## config.mk

```make
export PLATFORM = sky130hd
export DESIGN_NAME = mod5_serial_tx
export DESIGN_NICKNAME = d
export VERILOG_FILES = /design/src/rtl/mod5_pkg.sv /design/src/rtl/mod5_serial_tx.sv
export SDC_FILE = /design/constraint.sdc
export NUM_CORES = 1
export LEC_CHECK = 0
export BUFFER_PORTS_ARGS = -buffer_cell sky130_fd_sc_hd__buf_2
export CAP_MARGIN = 20
export CORE_AREA = 2 2 45 47
export DETAILED_ROUTE_END_ITERATION = 10
export DIE_AREA = 0 0 47 49
export PLACE_DENSITY = 0.68
export SETUP_SLACK_MARGIN = 0.02
export SKIP_LAST_GASP = 1
export SLEW_MARGIN = 15
export SYNTH_ARGS = -nofsm -noshare
export SYNTH_HDL_FRONTEND = slang
export SYNTH_SLANG_ARGS = --single-unit
```

## constraint.sdc

```tcl
create_clock -name clk -period 2.09 [get_ports clk]
set_clock_uncertainty 0.1 [all_clocks]
set_input_delay 0.3135 -clock clk [delete_from_list [all_inputs] [get_ports clk]]
set_output_delay 0.3135 -clock clk [all_outputs]
set_load 0.01 [all_outputs]
```

## src/rtl/mod5_pkg.sv

```systemverilog
// ============================================================================
// Module      : mod5_pkg
// Description : Shared types and residue-update table for the mod-5 serial link.
// Revision    : 1.0 - initial release
// ============================================================================
`default_nettype none

package mod5_pkg;

  typedef enum logic [2:0] {
    REM_0 = 3'd0,
    REM_1 = 3'd1,
    REM_2 = 3'd2,
    REM_3 = 3'd3,
    REM_4 = 3'd4
  } residue_t;

  typedef enum logic [1:0] {
    IDLE  = 2'd0,
    SHIFT = 2'd1,
    DONE  = 2'd2
  } tx_state_t;

  // Appending bit b to a value with residue r gives residue (2r + b) mod 5.
  function automatic residue_t mod5_next(input residue_t r, input logic b);
    residue_t n;
    case (r)
      REM_0:   n = b ? REM_1 : REM_0;
      REM_1:   n = b ? REM_3 : REM_2;
      REM_2:   n = b ? REM_0 : REM_4;
      REM_3:   n = b ? REM_2 : REM_1;
      REM_4:   n = b ? REM_4 : REM_3;
      default: n = REM_0;
    endcase
    return n;
  endfunction

endpackage

`default_nettype wire

```

## src/rtl/mod5_serial_tx.sv

```systemverilog
// ============================================================================
// Module      : mod5_serial_tx
// Description : MSB-first serialiser with frame markers and a running mod-5
//               residue used as the golden divisibility result for the link.
// Revision    : 1.0 - initial release
// ============================================================================
`default_nettype none

module mod5_serial_tx
  import mod5_pkg::*;
#(
  parameter int WIDTH = 8
) (
  input  logic             clk,
  input  logic             rst_n,
  input  logic [WIDTH-1:0] data_i,
  input  logic             valid_i,
  output logic             ready_o,
  output logic             serial_o,
  output logic             serial_valid_o,
  output logic             first_o,
  output logic             last_o,
  output logic             done_o,
  output logic [2:0]       residue_o,
  output logic             divisible_o
);

  localparam int CNT_W = $clog2(WIDTH);

  localparam logic [CNT_W-1:0] c_CNT_MAX  = CNT_W'(WIDTH - 1);
  localparam logic [CNT_W-1:0] c_CNT_ONE  = CNT_W'(1);
  localparam logic [1:0]       c_ST_IDLE  = IDLE;
  localparam logic [1:0]       c_ST_SHIFT = SHIFT;
  localparam logic [1:0]       c_ST_DONE  = DONE;

  logic [1:0]       r_state;
  logic [WIDTH-1:0] r_shift;
  logic [CNT_W-1:0] r_cnt;
  residue_t         r_residue;

  logic w_idle;
  logic w_shifting;
  logic w_done;
  logic w_bit;

  assign w_idle     = (r_state == c_ST_IDLE);
  assign w_shifting = (r_state == c_ST_SHIFT);
  assign w_done     = (r_state == c_ST_DONE);
  assign w_bit      = r_shift[WIDTH-1];

  always_ff @(posedge clk or negedge rst_n) begin
    if (!rst_n) begin
      r_state   <= c_ST_IDLE;
      r_shift   <= '0;
      r_cnt     <= '0;
      r_residue <= REM_0;
    end else begin
      case (r_state)
        c_ST_IDLE: begin
          if (valid_i) begin
            r_shift   <= data_i;
            r_cnt     <= c_CNT_MAX;
            r_residue <= REM_0;
            r_state   <= c_ST_SHIFT;
          end
        end
        c_ST_SHIFT: begin
          r_shift   <= {r_shift[WIDTH-2:0], 1'b0};
          r_cnt     <= r_cnt - c_CNT_ONE;
          r_residue <= mod5_next(r_residue, w_bit);
          if (r_cnt == '0) begin
            r_state <= c_ST_DONE;
          end
        end
        c_ST_DONE: begin
          r_state <= c_ST_IDLE;
        end
        default: begin
          r_state <= c_ST_IDLE;
        end
      endcase
    end
  end

  // Outputs are pure decodes of registers so an async reset clears them at once.
  assign ready_o        = w_idle;
  assign serial_valid_o = w_shifting;
  assign serial_o       = w_shifting & w_bit;
  assign first_o        = w_shifting & (r_cnt == c_CNT_MAX);
  assign last_o         = w_shifting & (r_cnt == '0);
  assign done_o         = w_done;
  assign residue_o      = r_residue;
  assign divisible_o    = w_done & (r_residue == REM_0);

endmodule

`default_nettype wire

```

==> results of run 1 <==
## final cells by class
class | count | area (um^2) | share of cell area
clock buffers | 4 | 36.3 | 0.0373
inverters | 7 | 26.3 | 0.0270
multi-input cells | 56 | 348 | 0.358
flip-flops and latches | 16 | 403 | 0.414
well taps | 27 | 33.8 | 0.0347
repair buffers | 23 | 125 | 0.129
## state kept, by name, summed over array words and instances (netlist names)
| signal | flops |
|---|---|
| r_shift | 8 |
| r_state | 2 |
| residue_o | 3 |
| r_cnt | 3 |
## worst register-to-register path, stage by stage, from the launching register on
cell	delay (ns)
dfrtp_2	0.49
nand2b_1	0.23
or4_1	0.48
o21ai_0	0.08
## final timing paths
kind	from	cells past startpoint	slack, ns	to
worst max-delay path	r_state[1]$_DFFE_PN0P_	4	0.19	last_o
worst min-delay path	data_i[0]	2	0.17	r_shift[0]$_DFFE_PN0P_
worst max register to register	r_state[1]$_DFFE_PN0P_	3	0.64	residue_o[2]$_DFFE_PN0P_
worst min register to register	r_shift[2]$_DFFE_PN0P_	2	0.40	r_shift[2]$_DFFE_PN0P_
max in group asynchronous	rst_n	2	1.25	r_state[1]$_DFFE_PN0P_
min in group asynchronous	rst_n	2	0.36	residue_o[2]$_DFFE_PN0P_
## routing by layer
metal	share of wire	global-route usage	vias to the layer above
met1	0.49	0.228	332
met2	0.45	0.233	16
met4	0.024	0.0880	0
met3	0.032	0.0333	4
met5	0	0	-
li1	-	-	342
## cells in the mapped netlist
cell type / instances / share of area
and3_1: 4 / 0.032
nand2_1: 10 / 0.047
o311ai_0: 1 / 0.011
a31oi_1: 3 / 0.024
a21oi_1: 1 / 0.0063
or4_1: 1 / 0.0095
and3b_1: 1 / 0.011
nor2_1: 3 / 0.014
a22oi_1: 9 / 0.085
buf_2: 1 / 0.0063
nor4b_1: 1 / 0.011
inv_1: 7 / 0.033
dfrtp_1: 16 / 0.51
nand3b_1: 1 / 0.0095
nor2b_1: 1 / 0.0079
a32o_1: 1 / 0.013
clkbuf_1: 3 / 0.014
nand4_1: 1 / 0.0079
ha_1: 3 / 0.047
nand2b_1: 2 / 0.016
o21ai_0: 11 / 0.070
o21bai_1: 1 / 0.0095
and2_1: 1 / 0.0079
## kinds of logic (layout without fill, tap and decap cells)
family | Yosys count | in the layout
and+or+nand+nor | 26 | 26
AOI/OAI and AO/OA | 27 | 27
adders and majority gates | 3 | 3
buffers and inverters | 11 | 34
DFF | 16 | 16
## power groups by stage
stage | Clock, mW | Sequential, mW | Combinational, mW
4_1_cts | 0.210 | 0.549 | 0.482
6_report | 0.202 | 0.554 | 0.475
3_5_place_dp | 0 | 0.555 | 0.481
5_1_grt | 0.220 | 0.576 | 0.555
2_1_floorplan | 0 | 0.515 | 0.345
3_3_place_gp | 0 | 0.548 | 0.469
## repair_timing
action / in CTS / in global routing
hold buffers: 1 / 0
endpoints found under the hold margin: 16 / 0
gates resized for setup: 0 / 2
endpoints found under the setup margin: 0 / 3
==> impl_metrics.yaml, run 1 <==
run_status:
  status: "complete, no violations"
cts:
  cts_made_buffers: 3
  numClockSinks: 16
  clk_pin_slew_worst_paths_ns: 0.09
  h-tree-depth: 1
  cts_tree: "done"
  cts_max_path_buffers: 2
  clock_latency_ns: 0.28
  cts-root-buf: "clkbuf_4"
  postCtsSetupBuffers: 0
placement:
  dp.cells: 128
  gp_congestion: 0.840
  io_buffers: 20
  dp_slack_ns: 0.416
  place_area_um2: 923
  hpwl_um: 1170
sta:
  max_clock_freq_ghz: 0.527
  slew_viol_final: 0
  setup_viol: 0
  worstMarginPinSlew_ns: 0.509
  min_period_ns: 1.90
  maxSlewHeadroom: 0.660
  setup_slack_ns: 0.191
  rsz0062_at_grt: "false"
  holdWs_ns: 0.173
  tns_ns: 0
  period_share: 0.908
  finalHoldViolCount: 0
layout:
  layout_commonest_cell: "buf_2"
  final_layout_size_suffix_gt1_frac: 0.264
  post-route-util: 0.528
  syn_to_final_growth_pct: 22.9
  fillers: 192
  layout.nets: 121
  antenna_cells: 0
  fin_cells: 133
  fin_area_um2: 972
  final_cell_mix: "buf_2 (20), dfrtp_1 (14), o21ai_0 (11)"
synthesis:
  yosys_warnings: 0
  synthMuxAreaShare: 0
  ys_ff_latch: 16
  syn_area_um2: 791
  post_synth_xor_area_fraction: 0
  yosysSeqAreaShare: 0.506
  synth_cell_types: 23
  postSynthCellCount: 83
  synth.avg_cell_area_um2: 9.53
  synth_nets: 97
  yosys.area_share.simple: 0.174
  synthAdderAreaFrac: 0.0475
  synth_top_family_by_area: "compound AO/OA/AOI/OAI gates"
  synth_compound_area_frac: 0.218
setup_path:
  arrival_ns: 1.49
  cp-end-kind: "output port"
  startpoint_type: "flop"
  crit_family: "flip-flops"
  path_cells: "nand2b_1 > inv_1 > and3_1 > buf_2"
  critPathBufInv: 2
  slowest_stage: "dfrtp_2"
  crit_type: "flop to output port"
  critPathMaxStageDelay_ns: 0.49
  worst-path-max-fanout: 12
  required_ns: 1.68
global_route:
  grt_usage: 0.164
  antenna_found_initial: 0
  grt_pass1_wl_um: 2720
  overflow: 0
  grt_max_degree: 17
  grt_pass1_vias: 652
detailed_routing:
  routed_via_density: 5.22
  firstDrtPassIters: 4
  num_vias: 694
  drcViolationCount: 0
  routed_wl_um: 1640
  drtIter0Drc: 15
  ant_nets: 0
  wl_per_cell_um: 12.3
flow_run:
  max-cap-violations: 0
power_and_ir_drop:
  p_clk_frac: 0.164
  internal_power_uw: 751
  power.density_nw_per_um2: 1270
  switchingPower_uw: 480
  total_power_mw: 1.23
  p_seq_frac: 0.450
  p_leak_nw: 0.474
  power.share.switching: 0.390
  irDropWorstVdd_mv: 0.630
  pwr-share-comb: 0.386
min_path:
  hp-class: "input pin to flop"
floorplanning:
  initial_core_util: 0.429
  io_pins: 21
  dieArea_um2: 2300
  die_h_um: 49
  core_um2: 1840
  num_rows: 16
  die_w_um: 47
Note: power is estimated with default switching activity, not from simulation.
==> run 2: changes to the inputs <==
--- a/config.mk
+++ b/config.mk
@@ -11,4 +11,5 @@
 export DETAILED_ROUTE_END_ITERATION = 10
 export DIE_AREA = 0 0 47 49
+export MAX_ROUTING_LAYER = met4
 export PLACE_DENSITY = 0.68
 export SETUP_SLACK_MARGIN = 0.02
--- a/constraint.sdc
+++ b/constraint.sdc
@@ -3,3 +3,3 @@
 set_input_delay 0.3135 -clock clk [delete_from_list [all_inputs] [get_ports clk]]
 set_output_delay 0.3135 -clock clk [all_outputs]
-set_load 0.01 [all_outputs]
+set_load 0.05 [all_outputs]
==> impl_metrics.yaml, run 2 (synthesis results as in run 1) <==
layout:
  top_register: "r_shift"
  final_layout_size_suffix_gt1_frac: 0.262
  post-route-util: 0.529
  layout_commonest_cell: "buf_2"
  layout.nets: 123
  largest_register_ffs: 8
  fin_cells: 134
  antenna_cells: 0
  final_cell_mix: "buf_2 (20), dfrtp_1 (16), o21ai_0 (11)"
  syn_to_final_growth_pct: 23.1
cts:
  cts_made_buffers: 3
  holdBufCountCts: 1
  cts-resized-gates: 0
  clk_pin_slew_worst_paths_ns: 0.09
  cts_max_path_buffers: 2
  clock_latency_ns: 0.28
  numClockSinks: 16
  h-tree-depth: 1
  cts-root-buf: "clkbuf_4"
  cts_tree: "done"
  postCtsSetupBuffers: 0
global_route:
  grt_pass1_vias: 684
  grt_pass1_wl_um: 2860
  overflow: 0
  grt_usage: 0.174
  grt_max_degree: 17
  antenna_found_initial: 0
floorplanning:
  num_rows: 16
  io_pins: 21
  initial_core_util: 0.429
  dieArea_um2: 2300
  die_h_um: 49
  core_um2: 1840
  die_w_um: 47
power_and_ir_drop:
  p_seq_frac: 0.370
  internal_power_uw: 725
  p_clk_frac: 0.117
  pwr-share-comb: 0.514
  power.density_nw_per_um2: 1430
  switchingPower_uw: 668
  p_leak_nw: 0.478
  power.share.switching: 0.480
  total_power_mw: 1.39
  irDropWorstVdd_mv: 0.808
detailed_routing:
  firstDrtPassIters: 4
  drtIter0Drc: 13
  routed_via_density: 5.20
  drcViolationCount: 0
  ant_nets: 0
  wl_per_cell_um: 12.6
  num_vias: 697
  routed_wl_um: 1690
sta:
  rsz0062_at_grt: "false"
  min_period_ns: 1.91
  finalHoldViolCount: 0
  slew_viol_final: 0
  setup_slack_ns: 0.181
  setup_viol: 0
  tns_ns: 0
  max_clock_freq_ghz: 0.524
  period_share: 0.914
  maxSlewHeadroom: 0.609
  worstMarginPinSlew_ns: 0.585
placement:
  dp_slack_ns: 0.505
  io_buffers: 20
  hpwl_um: 1200
  dp.cells: 130
  gp_congestion: 0.751
setup_path:
  arrival_ns: 1.50
  crit_type: "flop to output port"
  startpoint_type: "flop"
  worst-path-max-fanout: 8
  cp-end-kind: "output port"
  required_ns: 1.68
flow_run:
  max-cap-violations: 0
min_path:
  hp-class: "input pin to flop"
run_status:
  status: "complete, no violations"
-- run 2: through the flow --
stage                     hold slack (ns)  cell area [um^2]
after detailed placement            0.156               941
after global routing                0.185               973
after floorplan                   -0.0821               793
after global placement              0.148               941
final                               0.189               973
after CTS                           0.184               973
-- run 2: power groups by stage --
| stage | registers, mW | logic (mW) | clock network [mW] |
|---|---|---|---|
| CTS | 0.514 | 0.725 | 0.168 |
| global route | 0.535 | 0.802 | 0.181 |
| global placement | 0.517 | 0.703 | 0 |
| finish | 0.515 | 0.716 | 0.162 |
| floorplan | 0.577 | 0.467 | 0 |
| detailed placement | 0.520 | 0.722 | 0 |
-- run 2: cell type report --
class	count	area, um^2
clock buffer	3	22.5
fill	205	868
inverter	7	26.3
multi-input combinational	56	350
sequential	16	400
tap	27	33.8
timing repair buffer	25	140
-- run 2: layer usage --
| layer | global-route usage | vias to the layer above | wire (um) |
|---|---|---|---|
| met1 | 0.233 | 323 | 766 |
| met4 | 0.0833 | 0 | 19 |
| met2 | 0.256 | 27 | 799 |
| met5 | - | - | 0 |
| li1 | - | 345 | - |
| met3 | 0.0222 | 2 | 108 |
-- run 2: worst max-delay path, stage by stage, from the launching register on --
cell      delay (ns)
dfrtp_1         0.39
nand2b_1        0.20
inv_1           0.19
and3_1          0.18
buf_2           0.26
-- run 2: path summary, 6_finish.rpt --
path	startpoint	to	slack, ns	cells after the start
max	r_state[1]$_DFFE_PN0P_	first_o	0.18	4
min	data_i[0]	r_shift[0]$_DFFE_PN0P_	0.19	2
max reg2reg	r_state[0]$_DFFE_PN0P_	r_shift[4]$_DFFE_PN0P_	0.53	4
min reg2reg	r_shift[2]$_DFFE_PN0P_	r_shift[2]$_DFFE_PN0P_	0.39	2
max in group asynchronous	rst_n	r_cnt[0]$_DFFE_PN0P_	1.26	2
min in group asynchronous	rst_n	residue_o[2]$_DFFE_PN0P_	0.37	2
==> run 3: changes to the inputs <==
Settings changed: CTS_BUF_LIST set to sky130_fd_sc_hd__clkbuf_8, RECOVER_POWER set to 100.
==> impl_metrics.yaml, run 3 (synthesis results as in run 1) <==
sta:
  slew_viol_final: 0
  finalHoldViolCount: 0
  tns_ns: 0
  holdWs_ns: 0.230
  period_share: 0.911
  max_clock_freq_ghz: 0.525
  rsz0062_at_grt: "false"
  worstMarginPinSlew_ns: 0.883
  min_period_ns: 1.90
  maxSlewHeadroom: 0.412
  setup_viol: 0
  setup_slack_ns: 0.186
floorplanning:
  die_w_um: 47
  die_h_um: 49
  core_um2: 1840
  io_pins: 21
  dieArea_um2: 2300
  initial_core_util: 0.429
  num_rows: 16
setup_path:
  critPathBufInv: 2
  worst_r2r_endpoint: "r_shift[3]$_DFFE_PN0P_"
  r2r_setup_slack_ns: 0.36
  worst-path-max-fanout: 8
  crit_path_start: "r_state[1]$_DFFE_PN0P_"
  startpoint_type: "flop"
  crit_type: "flop to output port"
  r2r_cells: 4
  path_cells: "nand2b_1 > inv_1 > clkbuf_1"
  crit_family: "buffers and inverters"
  required_ns: 1.68
  arrival_ns: 1.49
  cp-end-kind: "output port"
  rr_startpoint: "r_state[0]$_DFFE_PN0P_"
  critPathMaxStageDelay_ns: 0.49
  slowest_stage: "clkbuf_1"
min_path:
  worstHoldStart: "data_i[0]"
  hp-class: "input pin to flop"
  min_path_cells: 2
  holdPathEnd: "r_shift[0]$_DFFE_PN0P_"
run_status:
  status: "complete, no violations"
layout:
  final_cell_mix: "dfrtp_1 (16), o21ai_0 (11), nand2_1 (10), buf_2 (10), a22oi_1 (9)"
  layout.nets: 123
  post-route-util: 0.531
  final_layout_size_suffix_gt1_frac: 0.196
  antenna_cells: 0
  syn_to_final_growth_pct: 23.7
  layout_commonest_cell: "dfrtp_1"
  fillers: 207
  largest_register_ffs: 8
  top_register: "r_shift"
power_and_ir_drop:
  irDropWorstVdd_mv: 0.820
  total_power_mw: 1.44
  power.density_nw_per_um2: 1480
  p_leak_nw: 0.459
cts:
  cts_tree: "done"
  h-tree-depth: 1
  cts-resized-gates: 0
  clk_pin_slew_worst_paths_ns: 0.06
  postCtsSetupBuffers: 0
  cts_max_path_buffers: 2
  cts_made_buffers: 3
  numClockSinks: 16
  clock_latency_ns: 0.24
  cts-root-buf: "clkbuf_8"
detailed_routing:
  drcViolationCount: 0
  wl_met1_um: 791
  ant_nets: 0
  routed_wl_um: 1720
  drtIter0Drc: 12
  firstDrtPassIters: 4
  num_vias: 687
  top_layer: "met4"
  wl_per_cell_um: 12.9
  dr_wl_met3_um: 69
  routed_via_density: 5.13
  met2_length_um: 841
global_route:
  grt_pass1_vias: 692
  antenna_found_initial: 0
  grt_usage: 0.174
  grt_max_degree: 17
  grt_pass1_wl_um: 2880
  overflow: 0
placement:
  gp_congestion: 0.751
  dp_slack_ns: 0.505
  hpwl_um: 1200
  io_buffers: 20
flow_run:
  max-cap-violations: 0
## run 3: cell types whose count changed in the layout (fill, tap and decap cells not counted), sizes merged
cell    before  now
clkbuf       3   15
buf         24   12
## run 3: final cells by class
class / count / area, um^2 / share of cell area
clock buffers: 3 / 41.3 / 0.0422
multi-input cells: 56 / 350 / 0.358
flip-flops and latches: 16 / 400 / 0.409
inverters: 7 / 26.3 / 0.0269
repair buffers: 25 / 126 / 0.129
well taps: 27 / 33.8 / 0.0345
## run 3: per-layer routing
| metal | global-route usage | up-vias |
|---|---|---|
| met3 | 0.0111 | 2 |
| met1 | 0.229 | 324 |
| met2 | 0.267 | 16 |
| met5 | - | - |
| met4 | 0.0833 | 0 |
| li1 | - | 345 |
## run 3: what timing repair did
item	in CTS	in global routing
hold buffers	1	0
setup endpoints to repair	0	0
hold endpoints to repair	16	0
## run 3: power by group
part,leakage (nW),switching [mW],internal (mW)
Sequential,0.203,0.0912,0.426
Combinational,0.234,0.488,0.212
Clock,0.0216,0.0996,0.128
Total,0.459,0.679,0.766
## run 3: metrics by stage
stage,cell area [um^2],instances
global route,978,134
floorplan,793,83
detailed placement,941,130
global placement,941,130
CTS,992,134
finish,978,134
## run 3: worst max path at each step
| stage | end | cells past startpoint | slack, ns |
|---|---|---|---|
| after floorplan | divisible_o | 4 | 0.02 |
| after global placement | last_o | 4 | 0.56 |
| after detailed placement | first_o | 4 | 0.51 |
| after CTS | first_o | 4 | 0.23 |
| after global routing | divisible_o | 4 | 0.09 |
| final | serial_valid_o | 3 | 0.19 |
